==> src/rtl/seq_mult_pkg.sv <==
// Shared types and constants for the shift-and-add sequential multiplier.
package seq_mult_pkg;

  localparam int DEFAULT_N = 32;

  typedef enum logic [1:0] {
    IDLE = 2'd0,
    RUN  = 2'd1,
    DONE = 2'd2
  } state_t;

endpackage

==> src/rtl/seq_mult.sv <==
// Unsigned N x N shift-and-add multiplier: fixed N-cycle RUN phase, one-cycle done pulse
// that doubles as the write enable of a downstream N-bit register.
module seq_mult
  import seq_mult_pkg::*;
#(
  parameter int N = DEFAULT_N
) (
  input  logic         clk,
  input  logic         CLR,
  input  logic         start,
  input  logic [N-1:0] A,
  input  logic [N-1:0] B,
  output logic         busy,
  output logic         done,
  output logic         regWE,
  output logic [N-1:0] DataOut,
  output logic         Ovf
);

  localparam int CW = (N > 1) ? $clog2(N) : 1;
  localparam logic [CW-1:0] LAST = CW'(N - 1);

  state_t         state;
  logic [N-1:0]   mcand;
  logic [N-1:0]   mplier;
  logic [2*N-1:0] acc;
  logic [2*N-1:0] acc_next;
  logic [CW-1:0]  cnt;

  // Partial product for the current bit; the 2N-bit sum cannot overflow.
  always_comb begin
    acc_next = acc;
    if (mplier[0]) begin
      acc_next = acc + ({{N{1'b0}}, mcand} << cnt);
    end
  end

  always_ff @(posedge clk or posedge CLR) begin
    if (CLR) begin
      state   <= IDLE;
      mcand   <= '0;
      mplier  <= '0;
      acc     <= '0;
      cnt     <= '0;
      busy    <= 1'b0;
      done    <= 1'b0;
      DataOut <= '0;
      Ovf     <= 1'b0;
    end else begin
      done <= 1'b0;
      unique case (state)
        IDLE: begin
          if (start) begin
            mcand  <= A;
            mplier <= B;
            acc    <= '0;
            cnt    <= '0;
            busy   <= 1'b1;
            state  <= RUN;
          end
        end
        RUN: begin
          acc    <= acc_next;
          mplier <= mplier >> 1;
          cnt    <= cnt + CW'(1);
          if (cnt == LAST) begin
            state   <= DONE;
            done    <= 1'b1;
            DataOut <= acc_next[N-1:0];
            Ovf     <= |acc_next[2*N-1:N];
          end
        end
        DONE: begin
          busy  <= 1'b0;
          state <= IDLE;
        end
        default: begin
          busy  <= 1'b0;
          state <= IDLE;
        end
      endcase
    end
  end

  assign regWE = done;

endmodule
==> config.mk <==
export PLATFORM = sky130hd
export DESIGN_NAME = seq_mult
export DESIGN_NICKNAME = d
export VERILOG_FILES = /design/src/rtl/seq_mult_pkg.sv /design/src/rtl/seq_mult.sv
export SDC_FILE = /design/constraint.sdc
export NUM_CORES = 1
export LEC_CHECK = 0
export CAP_MARGIN = 5
export CORE_MARGIN = 5
export CORE_UTILIZATION = 60
export CTS_CLUSTER_SIZE = 40
export DETAILED_ROUTE_END_ITERATION = 8
export GPL_ROUTABILITY_DRIVEN = 0
export MAX_ROUTING_LAYER = met4
export PLACE_DENSITY = 0.79
export SLEW_MARGIN = 20
export SYNTH_ARGS = -nofsm -noshare
export SYNTH_HDL_FRONTEND = slang
export SYNTH_SLANG_ARGS = --single-unit
export TNS_END_PERCENT = 100
==> constraint.sdc <==
create_clock -name clk -period 18.8 [get_ports clk]
set_input_delay 4.7 -clock clk [delete_from_list [all_inputs] [get_ports clk]]
set_output_delay 4.7 -clock clk [all_outputs]
set_load 0.02 [all_outputs]
==> results of run 1 <==
state kept, by name, indices dropped and copies added (netlist names):
name,flops
mcand,32
cnt,5
acc,64
Ovf,1
busy,1
mplier,32
DataOut,32
done,1
state,2
through the flow:
stage | utilization [%] | cells
6_report | 67.44 | 1871
5_1_grt | 67.44 | 1871
4_1_cts | 67.42 | 1871
3_5_place_dp | 64.71 | 1839
3_3_place_gp | 64.70 | 1839
2_1_floorplan | - | 1558
logic make-up after synthesis:
kind of cell,after synthesis
buf+inv,139
fa+ha+maj,66
flops,170
simple gates,529
compound gates,471
mux,126
xor+xnor,57
worst max-delay path by stage:
stage / from / end / slack, ps / depth (start not counted)
6_report: cnt[0] / Ovf / 12370 / 17
5_1_grt: CLR / acc[46] / 12140 / 3
4_1_cts: CLR / acc[46] / 12420 / 3
3_5_place_dp: CLR / acc[46] / 11940 / 3
3_3_place_gp: CLR / acc[48] / 11990 / 3
2_1_floorplan: CLR / DataOut[0] / 9500 / 1
critical path: cells and delay by family, from the launching register on:
kind | cells | cell delay, ps
flops | 1 | 1050
mux | 3 | 1110
compound gates | 8 | 1960
simple gates | 5 | 1620
fa+ha+maj | 1 | 520
per-layer routing:
metal  global-route usage (%)  routed length [µm]  vias up  share of wire, %
met3                    4.538                3156      123               8.5
met1                    42.19               15900     5719                43
met5                        -                   0        -                 0
met4                    11.86                1499        0               4.0
li1                         -                   -     5674                 -
met2                    45.89               16550      593                45
cell usage in the layout, fill, tap and decap left out, types with 11 or more instances in the layout:
cell,synthesis,routed
buf_4,5,14
nor2_1,105,105
a21oi_1,109,109
nand2b_1,11,11
a31oi_1,11,11
nor3_1,14,14
xnor2_1,33,33
mux2_2,25,25
clkdlybuf4s50_1,0,102
a22o_1,33,33
inv_1,24,23
clkbuf_16,0,17
dfrtp_1,170,167
ha_1,65,65
nand2_1,297,296
a22oi_1,31,31
nand3_1,16,16
mux4_2,21,21
o21ai_0,163,163
xor2_1,24,24
mux2i_1,80,80
a21o_1,31,31
nand4_1,23,23
o22ai_1,16,16
cell type report:
class | instances | area (µm²)
well taps | 280 | 350.3
multi-input cells | 1249 | 8209
inverters | 24 | 95.09
clock buffers | 18 | 439.2
clock inverters | 14 | 148.9
flip-flops and latches | 170 | 4258
fillers | 1755 | 7062
repair buffers | 116 | 1126
==> key figures, run 1 <==
Status
  – Status: completed

Timing
  – Relative slew slack: 25.58%
  – Final Hold Fails: 0
  – Tmin final: 6426 ps
  – Clock skew: 18.82 ps
  – Final Cycle Share: 34.18%
  – Unrepaired setup endpoints after global routing: false
  – Min Hold Slack: 476.9 ps
  – Worst-Margin Slew: 1110 ps
  – Final TNS setup: 0 ps
  – Setup slack after layout: 12370 ps
  – Final setup violation count: 0
  – Max-slew violations: 0
  – Max Clk Rate: 155.6 MHz

Synthesis
  – Largest family of logic cells by synthesized area: compound AO/OA/AOI/OAI gates
  – Post-synthesis instance total: 1558
  – Register area share after synthesis: 32.33%
  – Post-synthesis register bit count: 170
  – Area contributors post-synth: dfrtp_1 32%, nand2_1 8.5%, o21ai_0 6.2%, ha_1 6.2%, mux2i_1 6.1%
  – Simple-Gate Fraction of Synth Area: 17.84%
  – Ys Warns: 0
  – Post-synth EDFFs: 0
  – Xor/xnor share of the synthesized area: 3.794%
  – Avg Inst Size Synth: 8.445 µm²
  – Synth cell types: 79
  – Compound-Gate Fraction of Synth Area: 22.40%
  – Fraction of registers with async set/reset: 100.0%
  – Synth Flop Type: dfrtp_1
  – Area share of fa/ha/maj cells after synthesis: 6.333%
  – Mapped Area: 13160 µm²
  – Post-synth top area cell: dfrtp_1
  – Yosys top cell area share: 32.33%
  – Multiplexer share of the synthesized area: 11.82%
  – Mapped Nets: 1691
  – Most instantiated library cell after synthesis: nand2_1
  – Top cells by count, synth: 297 x nand2_1, 170 x dfrtp_1, 163 x o21ai_0

Detailed routing
  – Detailed Routing Iterations Pass 1: 6
  – Antenna Violating Nets Remaining: 0
  – Residual DRC: 0
  – DR iter-0 viols: 1345
  – Post-Route WL: 37.10 mm
  – Via count: 12110
  – Vias/cell: 6.472
  – Average wire per cell in the routed design: 19.83 µm

Die
  – Rows: 54
  – Die Wd: 158.1 µm
  – Die Ht: 158.1 µm
  – Core Region: 21690 µm²
  – Die area: 24990 µm²
  – Io pins: 103
  – Initial core utilization: 60.67%

Critical path
  – R2R Setup Slk: 12370 ps
  – Req. time, crit path: 19120 ps
  – Worst Path Arrival: 6740 ps
  – FF-to-FF Start: cnt[0]
  – Critical Path Start Type: flop
  – Critical path class: flop to flop
  – Max incr delay on CP: 1050 ps
  – R2R cell count: 17
  – Worst-path maximum fanout: 44
  – Critical-path cell list: mux4_2 > mux2i_1 > nand2_1 > o21ai_0 > mux2i_1 > ha_1 > a21oi_1 > o21ai_0 > a21oi_1 > o31ai_1 > o31ai_1 > nand4_1 > o311ai_0 > or4_1 > or4b_1 > nor4_1 > a31oi_1
  – Critical R2R Capture: Ovf
  – Highest-delay cell along the critical path: dfrtp_2
  – Critical Path Sink Type: flop

Global routing
  – Largest net degree at the start of global routing: 101
  – Antenna violations before repair: 0
  – First-pass GRT wire length: 59.37 mm
  – Vias in the first global route: 11380
  – All-layer global routing usage: 30.62%
  – Grt total ovfl: 0

Placed design
  – Number of port buffers: 102
  – Post-detail-place hpwl: 27.05 mm
  – Place WS: 11940 ps
  – DP Area: 14030 µm²

CTS
  – Setup bufs post-CTS: 0
  – Clock sinks: 170
  – # H-tree levels: 4
  – Cts hold-fix bufs: 0
  – CTS root buf: clkbuf_16
  – CTS Buffer Depth: 2
  – Total CTS buffers: 17
  – CTS tree: yes
  – Post-CTS Resized: 0
  – Clock latency on the worst-skew pair: 450 ps
  – Worst-path clk slew: 70 ps

Cells and area
  – Final instance area: 14630 µm²
  – Layout cells sized above 1: 7.731%
  – Layout overhead on the synthesized area: 11.16%
  – Fin nets: 1711
  – Diode count: 0

Hold path
  – Hold crit path type: flop to flop
  – Worst hold stages: 2
  – Worst Hold Launch: DataOut[25]
  – Hold Path End: DataOut[25]

Run
  – Max_cap viols: 0
Power of run 1 is left out: the tool's default activity adds up to more than one toggle a clock period on the data nets, which glitch-free logic cannot reach.
==> run 2: changes to the inputs <==
--- a/config.mk
+++ b/config.mk
@@ -7,12 +7,12 @@
 export LEC_CHECK = 0
 export CAP_MARGIN = 5
 export CORE_MARGIN = 5
-export CORE_UTILIZATION = 60
+export CORE_UTILIZATION = 54
 export CTS_CLUSTER_SIZE = 40
 export DETAILED_ROUTE_END_ITERATION = 8
 export GPL_ROUTABILITY_DRIVEN = 0
 export MAX_ROUTING_LAYER = met4
-export PLACE_DENSITY = 0.79
+export PLACE_DENSITY = 0.75
 export SLEW_MARGIN = 20
 export SYNTH_ARGS = -nofsm -noshare
 export SYNTH_HDL_FRONTEND = slang
==> constraint.sdc (replaced) <==
create_clock -name clk -period 5.6 [get_ports clk]
set_input_delay 1.4 -clock clk [delete_from_list [all_inputs] [get_ports clk]]
set_output_delay 1.4 -clock clk [all_outputs]
set_load 0.02 [all_outputs]
==> run 2 against run 1 <==
  * Sequential share of layout area is 1.1 points lower
  * Sequential cell count stayed put
  * Cell count is 4.1% higher
  * Maximum frequency is 16% higher
  * Core utilization is 4.6 points lower
  * Register-to-register slack worse by 12000 ps
  * Non-clock buffer count is 33 higher
  * Worst hold slack better by 3.0 ps
==> key figures, run 2 (synthesis gave the netlist of run 1 again) <==
Status
  – Status: completed (unchanged)

CTS
  – Clock sinks: 170 (unchanged)
  – # H-tree levels: 4 (unchanged)
  – Cts hold-fix bufs: 0 (unchanged)
  – Worst-path clk slew: 80 ps (was 70 ps)
  – CTS root buf: clkbuf_16 (unchanged)
  – CTS Buffer Depth: 2 (unchanged)
  – Clock latency on the worst-skew pair: 450 ps (about the same)
  – Total CTS buffers: 17 (unchanged)
  – CTS tree: yes (unchanged)

Timing
  – Final Cycle Share: 98.69% (was 34.18%)
  – Final Hold Fails: 0 (unchanged)
  – Max-slew violations: 0 (unchanged)
  – Clock skew: 13.32 ps (was 18.82 ps)
  – Tmin final: 5527 ps (was 6426 ps)
  – Max Clk Rate: 180.9 MHz (was 155.6 MHz)
  – Worst-Margin Slew: 915.7 ps (was 1110 ps)
  – Min Hold Slack: 479.9 ps (was 476.9 ps)
  – Setup slack after layout: 73.41 ps (was 12370 ps)
  – Final setup violation count: 0 (unchanged)
  – Relative slew slack: 38.95% (was 25.58%)

Detailed routing
  – DR iter-0 viols: 1317 (was 1345)
  – Post-Route WL: 39.14 mm (was 37.10 mm)
  – Vias/cell: 6.416 (was 6.472)
  – Antenna Violating Nets Remaining: 0 (unchanged)
  – Residual DRC: 0 (unchanged)
  – Via count: 12500 (was 12110)
  – Average wire per cell in the routed design: 20.09 µm (was 19.83 µm)
  – Detailed Routing Iterations Pass 1: 9 (was 6)

Global routing
  – Vias in the first global route: 11580 (was 11380)
  – First-pass GRT wire length: 62.16 mm (was 59.37 mm)
  – Antenna violations before repair: 0 (unchanged)
  – All-layer global routing usage: 28.10% (was 30.62%)
  – Largest net degree at the start of global routing: 171 (was 101)
  – Grt total ovfl: 0 (unchanged)

Placed design
  – Post-detail-place hpwl: 28.21 mm (was 27.05 mm)
  – Number of port buffers: 102 (unchanged)
  – DP Area: 14300 µm² (was 14030 µm²)
  – Place WS: 43.37 ps (was 11940 ps)

Die
  – Initial core utilization: 54.42% (was 60.67%)
  – Die area: 27590 µm² (was 24990 µm²)
  – Io pins: 103 (unchanged)
  – Core Region: 24180 µm² (was 21690 µm²)
  – Rows: 57 (was 54)
  – Die Ht: 166.1 µm (was 158.1 µm)
  – Die Wd: 166.1 µm (was 158.1 µm)

Critical path
  – Max incr delay on CP: 560 ps (was 1050 ps)
  – Critical R2R Capture: Ovf (unchanged)
  – R2R Setup Slk: 70 ps (was 12370 ps)
  – Highest-delay cell along the critical path: or4b_1 (was dfrtp_2)
  – Largest delay share family, worst path: simple AND/OR/NAND/NOR gates (was compound AO/OA/AOI/OAI gates)
  – Critical path class: flop to flop (unchanged)
  – Worst Setup EP: Ovf (unchanged)
  – Critical-path cell list: clkbuf_2 > buf_4 > mux2i_1 > or3_1 > or2_2 > fa_1 > and2b_1 > o2111ai_2 > a211oi_2 > o31a_2 > a21oi_4 > o311a_1 > a211o_1 > or4_1 > or4b_1 > nor4_2 > a31oi_1 (was mux4_2 > mux2i_1 > nand2_1 > o21ai_0 > mux2i_1 > ha_1 > a21oi_1 > o21ai_0 > a21oi_1 > o31ai_1 > o31ai_1 > nand4_1 > o311ai_0 > or4_1 > or4b_1 > nor4_1 > a31oi_1)
  – Crit. Startpoint: cnt[0] (unchanged)
  – Worst-path maximum fanout: 12 (was 44)
  – Critical Path Start Type: flop (unchanged)
  – Req. time, crit path: 5920 ps (was 19120 ps)
  – CP Buf/Inv Count: 2 (was 0)
  – Critical Path Sink Type: flop (unchanged)
  – Critical Path Stages: 17 (unchanged)
  – R2R cell count: 17 (unchanged)
  – FF-to-FF Start: cnt[0] (unchanged)
  – Worst Path Arrival: 5840 ps (was 6740 ps)

Cells and area
  – Layout cells sized above 1: 11.64% (was 7.731%)
  – Diode count: 0 (unchanged)
  – Layout overhead on the synthesized area: 15.50% (was 11.16%)
  – Fin nets: 1744 (was 1711)
  – Area of the multi-input gates: 8379 µm² (was 8209 µm²)
  – Commonest non-fill, non-tap cell in the layout: nand2_1 (unchanged)
  – Final instance area: 15200 µm² (was 14630 µm²)
  – Reg area: 4258 µm² (unchanged)
  – # fillers: 2052 (was 1755)
  – Most frequent cells in the layout: 296 x nand2_1, 167 x dfrtp_1, 161 x o21ai_0, 106 x a21oi_1, 104 x nor2_1 (was 296 x nand2_1, 167 x dfrtp_1, 163 x o21ai_0, 109 x a21oi_1, 105 x nor2_1)
  – Number of flip-flops in the largest register: 64 (unchanged)
  – Most flops, register: acc (unchanged)

Run
  – Max_cap viols: 0 (unchanged)

Hold path
  – Hold crit path type: flop to flop (unchanged)
  – Worst Hold Launch: DataOut[24] (was DataOut[25])
-- run 2: changes by cell type in the layout (fill, tap and decap cells not counted), moves of 4 or more --
cell,delta
ha_1,-16
buf_12,+4
mux2i_2,+9
ha_2,+10
mux2i_1,-9
buf_4,+27
ha_4,+6
-- run 2: metal layers --
layer  GRT usage, %  vias to the layer above  part of all wire, %
li1               -                     5739                    -
met1          38.98                     5888                   43
met2          41.99                      741                   44
met3          5.499                      130                  9.5
met4          8.572                        0                  3.7
met5              -                        -                    0
-- run 2: final cells by class --
cell class	count	area share, %
Clock buffer	17	2.799
Clock inverter	15	1.293
Inverter	24	0.6175
Multi-Input combinational cell	1249	55.14
Sequential cell	170	28.02
Tap cell	324	2.668
Timing Repair Buffer	149	9.468
-- run 2: how the worst min path moves through the flow --
stage	end	slack, ps	cells after the start
after floorplan	mplier[10]	450	2
after global placement	mplier[20]	460	2
after detailed placement	DataOut[13]	470	2
after CTS	DataOut[13]	490	2
after global routing	DataOut[5]	510	2
final	DataOut[24]	480	2
-- run 2: tightest hold or removal path, delay by kind of cell, from the launching register on --
kind,cells,cell delay (ps)
compound gates,1,60
flops,1,340
simple gates,1,50
-- run 2: repair_timing --
action | 4_1_cts | 5_1_grt
resized for setup | 0 | 41
endpoints found under the setup margin | 0 | 1
setup buffers | 0 | 10
-- run 2: per-stage QoR --
step	TNS (ps)	instances	util, %
floorplan	0	1558	-
finish	0	1948	62.86
global placement	0	1905	59.15
CTS	0	1937	61.72
detailed placement	0	1905	59.15
global route	-59.11	1948	62.86
Power of run 2 is left out for the same reason.
